## src/rtl/instruction_fetch_stage.sv

```systemverilog
// MIPS instruction fetch stage: owns the PC, drives the instruction memory word index and fills IF/ID.
// Optional FETCH_PERF_CNT_EN adds saturating FetchCount/StallCount outputs.
module instruction_fetch_stage #(
  parameter logic [31:0] RESET_PC    = 32'h0000_0000,
  parameter int          IMEM_ADDR_W = 10
) (
  input  logic                   Clk,
  input  logic                   Rst,
  input  logic                   Stall,
  input  logic                   BranchTaken,
  input  logic [31:0]            BranchTarget,
  input  logic                   Jump,
  input  logic [31:0]            JumpTarget,
  input  logic                   HaltReq,
  output logic [IMEM_ADDR_W-1:0] IMemAddress,
  input  logic [31:0]            IMemInstruction,
  output logic [31:0]            PC,
  output logic [31:0]            IF_ID_Instruction,
  output logic [31:0]            IF_ID_PCPlus4,
  output logic                   IF_ID_Valid,
  output logic                   Halted
`ifdef FETCH_PERF_CNT_EN
  ,
  output logic [31:0]            FetchCount,
  output logic [31:0]            StallCount
`endif
);

  typedef enum logic [1:0] {S_BOOT, S_RUN, S_HALT} state_t;

  state_t      state_q, state_d;
  logic [31:0] pc_q, pc_d;
  logic [31:0] instr_q, instr_d;
  logic [31:0] pcp4_q, pcp4_d;
  logic        valid_q, valid_d;
  logic        halted_q, halted_d;
  logic [31:0] pc_plus4;
  logic        redirect;
  logic        run_fetch;
  logic        run_stall;

  assign pc_plus4  = pc_q + 32'd4;
  assign redirect  = Jump | BranchTaken;
  assign run_fetch = (state_q == S_RUN) && !HaltReq && !redirect && !Stall;
  assign run_stall = (state_q == S_RUN) && !HaltReq && !redirect && Stall;

  always_comb begin
    // NOTE: every _d gets a hold default first so no path through the case infers a latch.
    state_d  = state_q;
    pc_d     = pc_q;
    instr_d  = instr_q;
    pcp4_d   = pcp4_q;
    valid_d  = valid_q;
    halted_d = halted_q;
    unique case (state_q)
      S_BOOT: begin
        instr_d = 32'd0;
        pcp4_d  = 32'd0;
        valid_d = 1'b0;
        state_d = S_RUN;
      end
      S_RUN: begin
        if (HaltReq) begin
          instr_d  = 32'd0;
          pcp4_d   = 32'd0;
          valid_d  = 1'b0;
          halted_d = 1'b1;
          state_d  = S_HALT;
        end else if (redirect) begin
          // Jump beats branch; the wrong-path fetch sitting at PC is squashed.
          pc_d    = Jump ? (JumpTarget & ~32'd3) : (BranchTarget & ~32'd3);
          instr_d = 32'd0;
          pcp4_d  = 32'd0;
          valid_d = 1'b0;
        end else if (!Stall) begin
          pc_d    = pc_plus4;
          instr_d = IMemInstruction;
          pcp4_d  = pc_plus4;
          valid_d = 1'b1;
        end
      end
      S_HALT: ;
      default: state_d = S_BOOT;
    endcase
  end

  // NOTE: sequential state uses non-blocking assignments so all flops update from pre-edge values.
  always_ff @(posedge Clk) begin
    if (!Rst) begin
      state_q  <= S_BOOT;
      pc_q     <= RESET_PC;
      instr_q  <= 32'd0;
      pcp4_q   <= 32'd0;
      valid_q  <= 1'b0;
      halted_q <= 1'b0;
    end else begin
      state_q  <= state_d;
      pc_q     <= pc_d;
      instr_q  <= instr_d;
      pcp4_q   <= pcp4_d;
      valid_q  <= valid_d;
      halted_q <= halted_d;
    end
  end

  assign IMemAddress       = pc_q[IMEM_ADDR_W+1:2];
  assign PC                = pc_q;
  assign IF_ID_Instruction = instr_q;
  assign IF_ID_PCPlus4     = pcp4_q;
  assign IF_ID_Valid       = valid_q;
  assign Halted            = halted_q;

`ifdef FETCH_PERF_CNT_EN
  logic [31:0] fetch_cnt_q, fetch_cnt_d;
  logic [31:0] stall_cnt_q, stall_cnt_d;

  always_comb begin
    fetch_cnt_d = fetch_cnt_q;
    stall_cnt_d = stall_cnt_q;
    if (run_fetch && fetch_cnt_q != 32'hFFFF_FFFF) fetch_cnt_d = fetch_cnt_q + 32'd1;
    if (run_stall && stall_cnt_q != 32'hFFFF_FFFF) stall_cnt_d = stall_cnt_q + 32'd1;
  end

  always_ff @(posedge Clk) begin
    if (!Rst) begin
      fetch_cnt_q <= 32'd0;
      stall_cnt_q <= 32'd0;
    end else begin
      fetch_cnt_q <= fetch_cnt_d;
      stall_cnt_q <= stall_cnt_d;
    end
  end

  assign FetchCount = fetch_cnt_q;
  assign StallCount = stall_cnt_q;
`else
  logic unused_evt;
  assign unused_evt = run_fetch ^ run_stall;
`endif

endmodule

```

## config.mk

```make
export PLATFORM = sky130hd
export DESIGN_NAME = instruction_fetch_stage
export DESIGN_NICKNAME = d
export VERILOG_FILES = /design/src/rtl/instruction_fetch_stage.sv
export SDC_FILE = /design/constraint.sdc
export NUM_CORES = 1
export LEC_CHECK = 0
export BUFFER_PORTS_ARGS = -buffer_cell sky130_fd_sc_hd__buf_2
export CORE_MARGIN = 2
export CORE_UTILIZATION = 48
export CTS_CLUSTER_DIAMETER = 200
export DETAILED_ROUTE_END_ITERATION = 10
export HOLD_SLACK_MARGIN = 0.15
export PLACE_DENSITY = 0.87
export SETUP_SLACK_MARGIN = 0.02
export SYNTH_ARGS = -nofsm -noshare
export SYNTH_HDL_FRONTEND = slang
export SYNTH_SLANG_ARGS = --single-unit
```

## constraint.sdc

```tcl
create_clock -name Clk -period 2.63 [get_ports Clk]
set_input_delay 0.3945 -clock Clk [delete_from_list [all_inputs] [get_ports Clk]]
set_output_delay 0.3945 -clock Clk [all_outputs]
set_load 0.01 [all_outputs]
```

==> results of run 1 <==
cells by family (layout without fill, tap and decap cells):
group,Yosys count,after routing,synth area share [%]
multiplexers,1,1,0.212
other,1,2,0.0792
AO/OA/AOI/OAI,174,174,25.3
AND/OR/NAND/NOR,202,202,21.8
flip-flops,97,97,41.0
XOR/XNOR,26,26,4.81
adder cells (fa/ha/maj),1,1,0.264
buffers and inverters,67,246,6.58
tightest hold or removal path, stage by stage:
cell	delay, ns
buf_2	0.08
a22oi_1	0.05
nor2_1	0.08
layer usage:
layer / global-route usage, % / wire (microns) / up-vias
met4: 11.7 / 372 / 0
met5: 0 / 0 / -
met2: 47.8 / 7210 / 302
met3: 6.12 / 1390 / 53
li1: - / - / 2420
met1: 33.6 / 6130 / 2342
flip-flops by register name, summed over array words and instances, names as in the netlist:
name / cells
Halted: 1
PC: 30
IF_ID_Instruction: 32
state_q: 2
IF_ID_PCPlus4: 31
IF_ID_Valid: 1
where the power goes:
| group | total (W) | switching, W | internal [W] |
|---|---|---|---|
| Combinational | 0.000390 | 0.000220 | 0.000170 |
| Clock | 0.00106 | 0.000527 | 0.000532 |
| Sequential | 0.00156 | 0.0000601 | 0.00150 |
| Total | 0.00301 | 0.000807 | 0.00220 |
Yosys cell counts, types with 7 or more instances:
| cell type | instances |
|---|---|
| o211ai_1 | 11 |
| xnor2_1 | 14 |
| a22oi_1 | 45 |
| nor3_1 | 10 |
| nor2b_1 | 24 |
| nand2b_1 | 7 |
| dfxtp_1 | 97 |
| o21ai_0 | 35 |
| a221o_1 | 7 |
| nor2_1 | 42 |
| nand4_1 | 13 |
| nand2_1 | 55 |
| buf_4 | 15 |
| a21oi_1 | 29 |
| xor2_1 | 12 |
| clkbuf_1 | 42 |
| nand3_1 | 19 |
how the worst min path moves through the flow:
stage                             to           startpoint  slack, ns  cells after the start
2_1_floorplan       IF_ID_PCPlus4[3]     IF_ID_PCPlus4[3]       0.48                      2
4_1_cts        IF_ID_Instruction[25]  IMemInstruction[25]       0.25                      3
5_1_grt        IF_ID_Instruction[25]  IMemInstruction[25]       0.25                      3
6_report       IF_ID_Instruction[25]  IMemInstruction[25]       0.26                      3
3_5_place_dp       IF_ID_PCPlus4[23]    IF_ID_PCPlus4[23]       0.44                      2
3_3_place_gp       IF_ID_PCPlus4[13]    IF_ID_PCPlus4[13]       0.43                      2
per-stage QoR:
step | utilization [%] | worst slack (ns) | instance area [sq um]
2_1_floorplan | - | 0.546 | 4740
3_3_place_gp | 59.9 | 0.442 | 5800
3_5_place_dp | 59.9 | 0.385 | 5800
4_1_cts | 62.1 | 0.273 | 6010
5_1_grt | 62.1 | 0.179 | 6010
6_report | 62.1 | 0.235 | 6010
cell type report:
type | count | area, sq um
timing repair buffer | 225 | 1180
sequential | 97 | 1940
tap | 133 | 166
clock inverter | 6 | 82.6
inverter | 5 | 18.8
fill | 848 | 3670
clock buffer | 10 | 128
multi-input combinational | 406 | 2490
==> impl_results.md, run 1 <==
* Pin count of the biggest net entering global routing at 45
* CTS Buffer Depth at 2
* First-pass GRT wire length at 23.1 mm
* Mapped cell area at 0.00473 sq mm
* Via count at 5,117
* Chip width at 103 microns
* Die area at 0.0107 sq mm
* Cts repair resizes at 0
* Routability cong. at 0.918
* Number of cell rows at 36
* EDFF count, synth at 0
* Crit Path Category: reg -> reg
* Largest cells by area after synthesis: dfxtp_1 (41%), a22oi_1 (7.1%), nand2_1 (4.4%), o21ai_0 (3.7%), clkbuf_1 (3.3%)
* Most frequent cells in the layout: buf_2 (203), dfxtp_1 (97), nand2_1 (55)
* Wirelength per Cell at 17.1 microns
* Ys async rst share at 0%
* # H-tree levels at 3
* WP data arrival at 2.66 ns
* CTS clk-pin slew, worst paths at 0.10 ns
* Crit-path cells: and4_1 -> nand4_1 -> or4_1 -> o31a_1 -> o31ai_1
* I/O Buffers at approximately 200
* Final HPWL DP at 10.9 mm
* Worst setup path start: PC[11]
* 1st-pass router iterations at 5
* Grt ovf at 0
* Final hold slack at 0.258 ns
* Root Driver: clkbuf_8
* Post-synthesis register bit count at 97
* Final WL at 15.1 mm
* Num Clock Sinks at 97
* Worst skew pair latency at ~0.37 ns
* Least-Margin Pin Slew at 0.812 ns
* Total negative slack at 0 ns
* Leak Pwr at about 2.6 nW
* CP top delay family: simple AND/OR/NAND/NOR gates
* Peak supply drop at 0.319 mV
* Worst Path Max Fanout at 10
* Final nets at 847
* Post-synth top area share at 41.0%
* Fmax at 417 MHz
* Worst reg-to-reg setup slack at 0.23 ns
* R2R cell count at 5
* Outcome: finished, final reports clean
* Critical Path RT at 2.89 ns
* Ports at 210
* Non-filler instance count after layout at 882
* Core area at 0.00968 sq mm
* CP endpoint: PC[25]
* CP max stage delay at 0.68 ns
* Post-synthesis sequential area ratio at 41.0%
* Worst rel slew slack at between 40% and 50%
* Crit path time final at 2.40 ns
* Die height at 103 microns
* CP startpoint kind: flop
* CP max-delay cell: or4_1
* Max Cap Viol at 0
* Clock Skew at 0.0111 ns
* Worst R2R Start: PC[11]
* Layout area overhead at 27.1%
* Vias in the first global route at 4,749
* Mapped Cells at 569
* Hold Crit Class: in -> reg
* Post-Syn Area per Cell at between 8 and 9 sq um
* CTS tree: yes
* Final Hold Viols at 0
* Antenna diodes at 0
* Final slew viol count at 0
* Buffers and inverters on the worst path at 0
* Worst path depth at 5
* Layout cells sized above 1 at 32.7%
* DRT antenna net count at 0
* Power Dens Cells at 501 mW/mm^2
* Fin crit share at 91.1%
* DP Cell Count at 866
* Total power at ~0.003 W
* Post-CTS setup buffers at 0
* DRC viols at 0
* YS warnings at 0
* Top FF cell, synth: dfxtp_1
* Worst Setup End Kind: flop
* CTS Buf Count at 9
* GRT Total Usage at 27.8%
* Hold-fix buffers, CTS at 0
* Commonest non-fill, non-tap cell in the layout: buf_2
* Setup violators final at 0
* Largest area contributor in the netlist: dfxtp_1
* Antenna violations before repair at 0
* Count of different cell masters after synthesis at 53
* RSZ-0062 raised after global routing: false
* Worst reg2reg endpoint: PC[25]
* Initial core utilization at between 40% and 50%
* Vias per cell at 5.80
* Drt first-iter violations at 344
Note: power is estimated with default switching activity, not from simulation.
==> run 2: changes to the inputs <==
--- a/config.mk
+++ b/config.mk
@@ -7,11 +7,13 @@
 export LEC_CHECK = 0
 export BUFFER_PORTS_ARGS = -buffer_cell sky130_fd_sc_hd__buf_2
 export CORE_MARGIN = 2
-export CORE_UTILIZATION = 48
+export CORE_UTILIZATION = 51
 export CTS_CLUSTER_DIAMETER = 200
+export CTS_CLUSTER_SIZE = 16
 export DETAILED_ROUTE_END_ITERATION = 10
 export HOLD_SLACK_MARGIN = 0.15
-export PLACE_DENSITY = 0.87
+export MAX_ROUTING_LAYER = met4
+export PLACE_DENSITY = 0.91
 export SETUP_SLACK_MARGIN = 0.02
 export SYNTH_ARGS = -nofsm -noshare
 export SYNTH_HDL_FRONTEND = slang
==> constraint.sdc (replaced) <==
create_clock -name Clk -period 3.1 [get_ports Clk]
set_input_delay 0.465 -clock Clk [delete_from_list [all_inputs] [get_ports Clk]]
set_output_delay 0.465 -clock Clk [all_outputs]
set_load 0.01 [all_outputs]
==> run 2 against run 1 <==
Compared with the run above: fmax up 1.9%; sequential power fell by 15%; critical path depth is 2 higher; power down 9.6%; first-iteration DRC count fell by 0.58%; via count up 0.88%; clock power about the same; die area is 5.7% lower; critical path type unchanged; largest power group unchanged.
==> impl_results.md, run 2 (synthesis results as in run 1) <==
* Ports at 210
* Num Clock Sinks at 97
* Final slew viol count at 0
* Multi-input logic area at roughly 0.0025 sq mm
* Final nets at 840
* Buffers and inverters on the worst path at 1
* Worst skew pair latency at 0.36 ns
* CTS Buffer Depth at 2
* Layout cells sized above 1 at 32.1%
* Via count at 5,162
* CP max stage delay at 0.54 ns
* GRT Total Usage at ~30%
* Hold path depth at 3
* Die area at 0.0101 sq mm
* Grt ovf at 0
* Outcome: finished, final reports clean
* Peak supply drop at 0.262 mV
* Drt first-iter violations at ~340
* Most frequent cells in the layout: buf_2 (203), dfxtp_1 (97), nand2_1 (55)
* CP top delay family: simple AND/OR/NAND/NOR gates
* DRT antenna net count at 0
* CTS Buf Count at 9
* Chip width at 100 microns
* Total negative slack at 0 ns
* Setup violators final at 0
* Placed Area at around 0.0057 sq mm
* Vias in the first global route at between 4,000 and 5,000
* Post-CTS setup buffers at 0
* Register area at ~0.0019 sq mm
* CTS clk-pin slew, worst paths at 0.10 ns
* DRC viols at 0
* Worst Setup End Kind: flop
* Routability cong. at 0.918
* Final Hold Viols at 0
* Final WL at 14.8 mm
* Non-filler instance count after layout at 852
* Worst Path Max Fanout at 10
* Clock Skew at 0.0178 ns
* Crit-path cells: ha_1 -> nand3_1 -> buf_4 -> nor3_1 -> and3_1 -> nor3b_1 -> a311o_1
* Antenna diodes at 0
* Max Cap Viol at 0
* Max reg flops at 32
* Worst path depth at 7
* RSZ-0062 raised after global routing: false
* First-pass GRT wire length at 23.3 mm
* Fin crit share at 75.9%
* Fill cells at 768
* Crit path time final at 2.35 ns
* Core area at roughly 0.0091 sq mm
* 1st-pass router iterations at 5
* WP data arrival at 2.60 ns
* Power Dens Cells at about 450 mW/mm^2
* CP max-delay cell: nor3_1
* Final Cell Area at 0.00599 sq mm
* Least-Margin Pin Slew at between 0.7 and 0.8 ns
* CP startpoint kind: flop
* I/O Buffers at about 200
* Hold-fix buffers, CTS at 0
* Initial core utilization at 52.0%
* R2R cell count at 7
* Fmax at 425 MHz
* Root Driver: clkbuf_8
* Antenna violations before repair at 0
* Number of cell rows at 35
* Final HPWL DP at 10.7 mm
* Commonest non-fill, non-tap cell in the layout: buf_2
* Layout area overhead at 26.5%
* Leak Pwr at 2.56 nW
* DP Cell Count at 837
* Vias per cell at 6.06
* Worst rel slew slack at 49.9%
* Cts repair resizes at 0
* CTS tree: yes
* Crit Path Category: reg -> reg
* Die height at ~100 microns
* Hold Crit Class: in -> reg
* Critical Path RT at 3.35 ns
* Pin count of the biggest net entering global routing at 45
* # H-tree levels at 3
* Wirelength per Cell at 17.4 microns
-- run 2: changes by cell type in the layout (fill, tap and decap cells not counted), sizes merged --
cell	before	now
buf	225	218
bufinv	2	4
clkinv	3	0
-- run 2: path summary, 6_finish.rpt --
check | from | end | slack (ns)
max reg2reg | PC[2] | IF_ID_PCPlus4[24] | 0.75
min reg2reg | IF_ID_PCPlus4[28] | IF_ID_PCPlus4[28] | 0.46
max | PC[2] | IF_ID_PCPlus4[24] | 0.75
min | IMemInstruction[28] | IF_ID_Instruction[28] | 0.34
-- run 2: power by group --
group	switching [W]	internal (W)	total [W]
Sequential	0.0000519	0.00127	0.00133
Clock	0.000436	0.000635	0.00107
Combinational	0.000184	0.000140	0.000324
Total	0.000672	0.00205	0.00272
-- run 2: worst reg2reg max path: cells and delay by family, from the launching register on --
family	cells	cell delay (ns)
flip-flops	1	0.48
adder cells (fa/ha/maj)	1	0.23
buffers and inverters	1	0.19
AND/OR/NAND/NOR	4	1.03
AO/OA/AOI/OAI	1	0.30
-- run 2: layout make-up --
class	instances	area share, %
Clock buffer	10	2.30
Sequential cell	97	32.4
Multi-Input combinational cell	406	41.7
Clock inverter	5	2.13
Timing Repair Buffer	218	18.8
Tap cell	111	2.32
Inverter	5	0.313
-- run 2: per-stage QoR --
stage	hold slack [ns]	util [%]	setup WS, ns	total power, W
4_1_cts	0.320	65.7	0.795	0.00274
3_5_place_dp	0.441	62.8	0.693	0.00167
5_1_grt	0.335	65.7	0.577	0.00282
2_1_floorplan	0.481	-	0.955	0.00153
6_report	0.342	65.7	0.748	0.00272
3_3_place_gp	0.427	62.8	0.770	0.00166
-- run 2: metal layers --
layer | GRT usage [%] | up-vias | wire length [microns]
met5 | - | - | 0
met4 | 12.5 | 0 | 430
met3 | 6.06 | 45 | 1410
met2 | 49.3 | 313 | 7070
met1 | 35.0 | 2400 | 5940
li1 | - | 2404 | -
==> run 3: changes to the inputs <==
--- a/config.mk
+++ b/config.mk
@@ -7,13 +7,13 @@
 export LEC_CHECK = 0
 export BUFFER_PORTS_ARGS = -buffer_cell sky130_fd_sc_hd__buf_2
 export CORE_MARGIN = 2
-export CORE_UTILIZATION = 51
+export CORE_UTILIZATION = 48
 export CTS_CLUSTER_DIAMETER = 200
 export CTS_CLUSTER_SIZE = 16
 export DETAILED_ROUTE_END_ITERATION = 10
 export HOLD_SLACK_MARGIN = 0.15
 export MAX_ROUTING_LAYER = met4
-export PLACE_DENSITY = 0.91
+export PLACE_DENSITY = 0.87
 export SETUP_SLACK_MARGIN = 0.02
 export SYNTH_ARGS = -nofsm -noshare
 export SYNTH_HDL_FRONTEND = slang
==> constraint.sdc (replaced) <==
create_clock -name Clk -period 2.35 [get_ports Clk]
set_input_delay 0.3525 -clock Clk [delete_from_list [all_inputs] [get_ports Clk]]
set_output_delay 0.3525 -clock Clk [all_outputs]
set_load 0.01 [all_outputs]
==> run 3 against run 2 <==
Compared with the run above: design area rose by 0.90%; global-route usage down 2.4 points; count of clock-buffer cells in the layout is 1 higher; sequential share of layout area decreased by 0.29 points; register-to-register slack worse by 0.56 ns; core utilization down 3.4 points; combinational power is 40% higher; non-clock buffer count up 15; clock skew decreased by 0.0028 ns; highest routed layer unchanged.
==> impl_results.md, run 3 (synthesis results as in run 1) <==
* M2 GR Usage at about 46%
* Chip width at 103 microns
* Clock Skew at 0.0150 ns
* Root Driver: clkbuf_8
* Least-Margin Pin Slew at 0.746 ns
* Wirelength per Cell at 16.6 microns
* Final Hold Viols at 0
* GRT Total Usage at 27.3%
* Layout area overhead at 27.7%
* Placed Area at 0.00586 sq mm
* Antenna violations before repair at 0
* Final slew viol count at 0
* CP max stage delay at around 0.67 ns
* CTS Buf Count at 9
* Register area at 0.00194 sq mm
* Worst Path Max Fanout at 7
* Min-delay src: IMemInstruction[17]
* Leak Pwr at between 2 and 3 nW
* Critical Path RT at 2.65 ns
* Layout cells sized above 1 at around a third
* Fin crit share at between 90 and 100%
* Multi-input logic area at 0.00249 sq mm
* Outcome: finished, final reports clean
* CP max-delay cell: or4_1
* Number of cell rows at 36
* 1st-pass router iterations at 8
* First-pass GRT wire length at 22.2 mm
* Crit path top cell by count: or4_1
* Initial core utilization at about half
* Cts repair resizes at 0
* Drt first-iter violations at 336
* # H-tree levels at 3
* Worst setup path start: PC[12]
* Worst rel slew slack at between 50% and 60%
* Routability cong. at 0.921
* Vias in the first global route at 4,696
* Worst R2R Start: PC[12]
* WP data arrival at 2.47 ns
* CP top delay family: simple AND/OR/NAND/NOR gates
* Final nets at 855
* Max reg flops at 32
* Post-CTS setup buffers at 0
* Final WL at 14.8 mm
* CTS tree: yes
* CTS Buffer Depth at 2
* I/O Buffers at 203
* Crit-path cells: and4_1 -> nand4_1 -> or4_1 -> or4_1 -> nand3_1
* DRC viols at 0
* Most frequent cells in the layout: buf_2 (203), dfxtp_1 (97), nand2_1 (55)
* Via count at slightly above 5,000
* DRT antenna net count at 0
* Fill cells at 822
* Hold-fix buffers, CTS at 0
* Final HPWL DP at around 11 mm
* Met1 Use GR at between 30 and 40%
* Max Cap Viol at 0
* Die height at 103 microns
* Grt ovf at 0
* Fmax at between 400 and 500 MHz
* Setup violators final at 0
* Buffers and inverters on the worst path at 0
* Busiest grt layer: met2
* Ports at 210
* Die area at 0.0107 sq mm
* Peak supply drop at 0.345 mV
* CP startpoint kind: flop
* Power Dens Cells at 536 mW/mm^2
* Crit Path Category: reg -> reg
* Core area at 0.00968 sq mm
* Pin count of the biggest net entering global routing at 45
* Num Clock Sinks at between 90 and 100
* Final Cell Area at just over 0.006 sq mm
* Hold Crit Class: in -> reg
* CTS clk-pin slew, worst paths at 0.09 ns
* Total negative slack at 0 ns
* Worst Setup End Kind: flop
* Vias per cell at roughly 5.7
* RSZ-0062 raised after global routing: false
* Met3 usage at under 10%
* Worst skew pair latency at 0.37 ns
* Crit path time final at 2.16 ns
* Commonest non-fill, non-tap cell in the layout: buf_2
## run 3: cell count changes in the layout (fill, tap and decap cells not counted)
cell        delta
clkbuf_1       +2
clkinvlp_4     -1
clkinv_2       +3
buf_4         +15
bufinv_16      -3
diode_2        +1
clkbuf_8       -1
## run 3: worst reg2reg max path: cells and delay by family (launching register included)
kind	cells	cell delay [ns]
flip-flops	1	0.45
AND/OR/NAND/NOR	5	1.66
## run 3: area by class of cell
type | instances | area share (%)
Clock inverter | 4 | 0.745
Clock buffer | 11 | 2.17
Antenna cell | 1 | 0.0414
Timing Repair Buffer | 233 | 20.5
Multi-Input combinational cell | 406 | 41.3
Inverter | 5 | 0.311
Tap cell | 133 | 2.75
Sequential cell | 97 | 32.1
## run 3: worst paths after layout
path                            cells past startpoint  slack [ns]                    end
worst max-delay path                                5        0.19                 PC[29]
worst min-delay path                                3        0.23  IF_ID_Instruction[17]
worst min register to register                      2        0.46      IF_ID_PCPlus4[30]
worst max register to register                      5        0.19                 PC[29]
## run 3: power breakdown
part	internal, W	leakage (nW)	switching [W]
combinational	0.000199	1.72	0.000257
clock	0.000483	0.0929	0.000562
sequential	0.00168	0.785	0.0000557
## run 3: metal layers
layer | routed length (microns) | vias to the layer above
met5 | 0 | -
met4 | 177 | 0
met3 | 1390 | 18
met2 | 7200 | 271
met1 | 6000 | 2373
li1 | - | 2433
## run 3: through the flow
| stage | hold slack, ns | util, % | setup slack, ns | power (W) | cells |
|---|---|---|---|---|---|
| 3_3_place_gp | 0.428 | 60.5 | 0.277 | 0.00221 | 874 |
| 4_1_cts | 0.217 | 62.4 | 0.204 | 0.00325 | 889 |
| 3_5_place_dp | 0.442 | 60.5 | 0.228 | 0.00222 | 874 |
| 2_1_floorplan | 0.481 | - | 0.266 | 0.00202 | 570 |
| 5_1_grt | 0.236 | 62.4 | 0.0772 | 0.00337 | 889 |
| 6_report | 0.230 | 62.4 | 0.187 | 0.00324 | 890 |
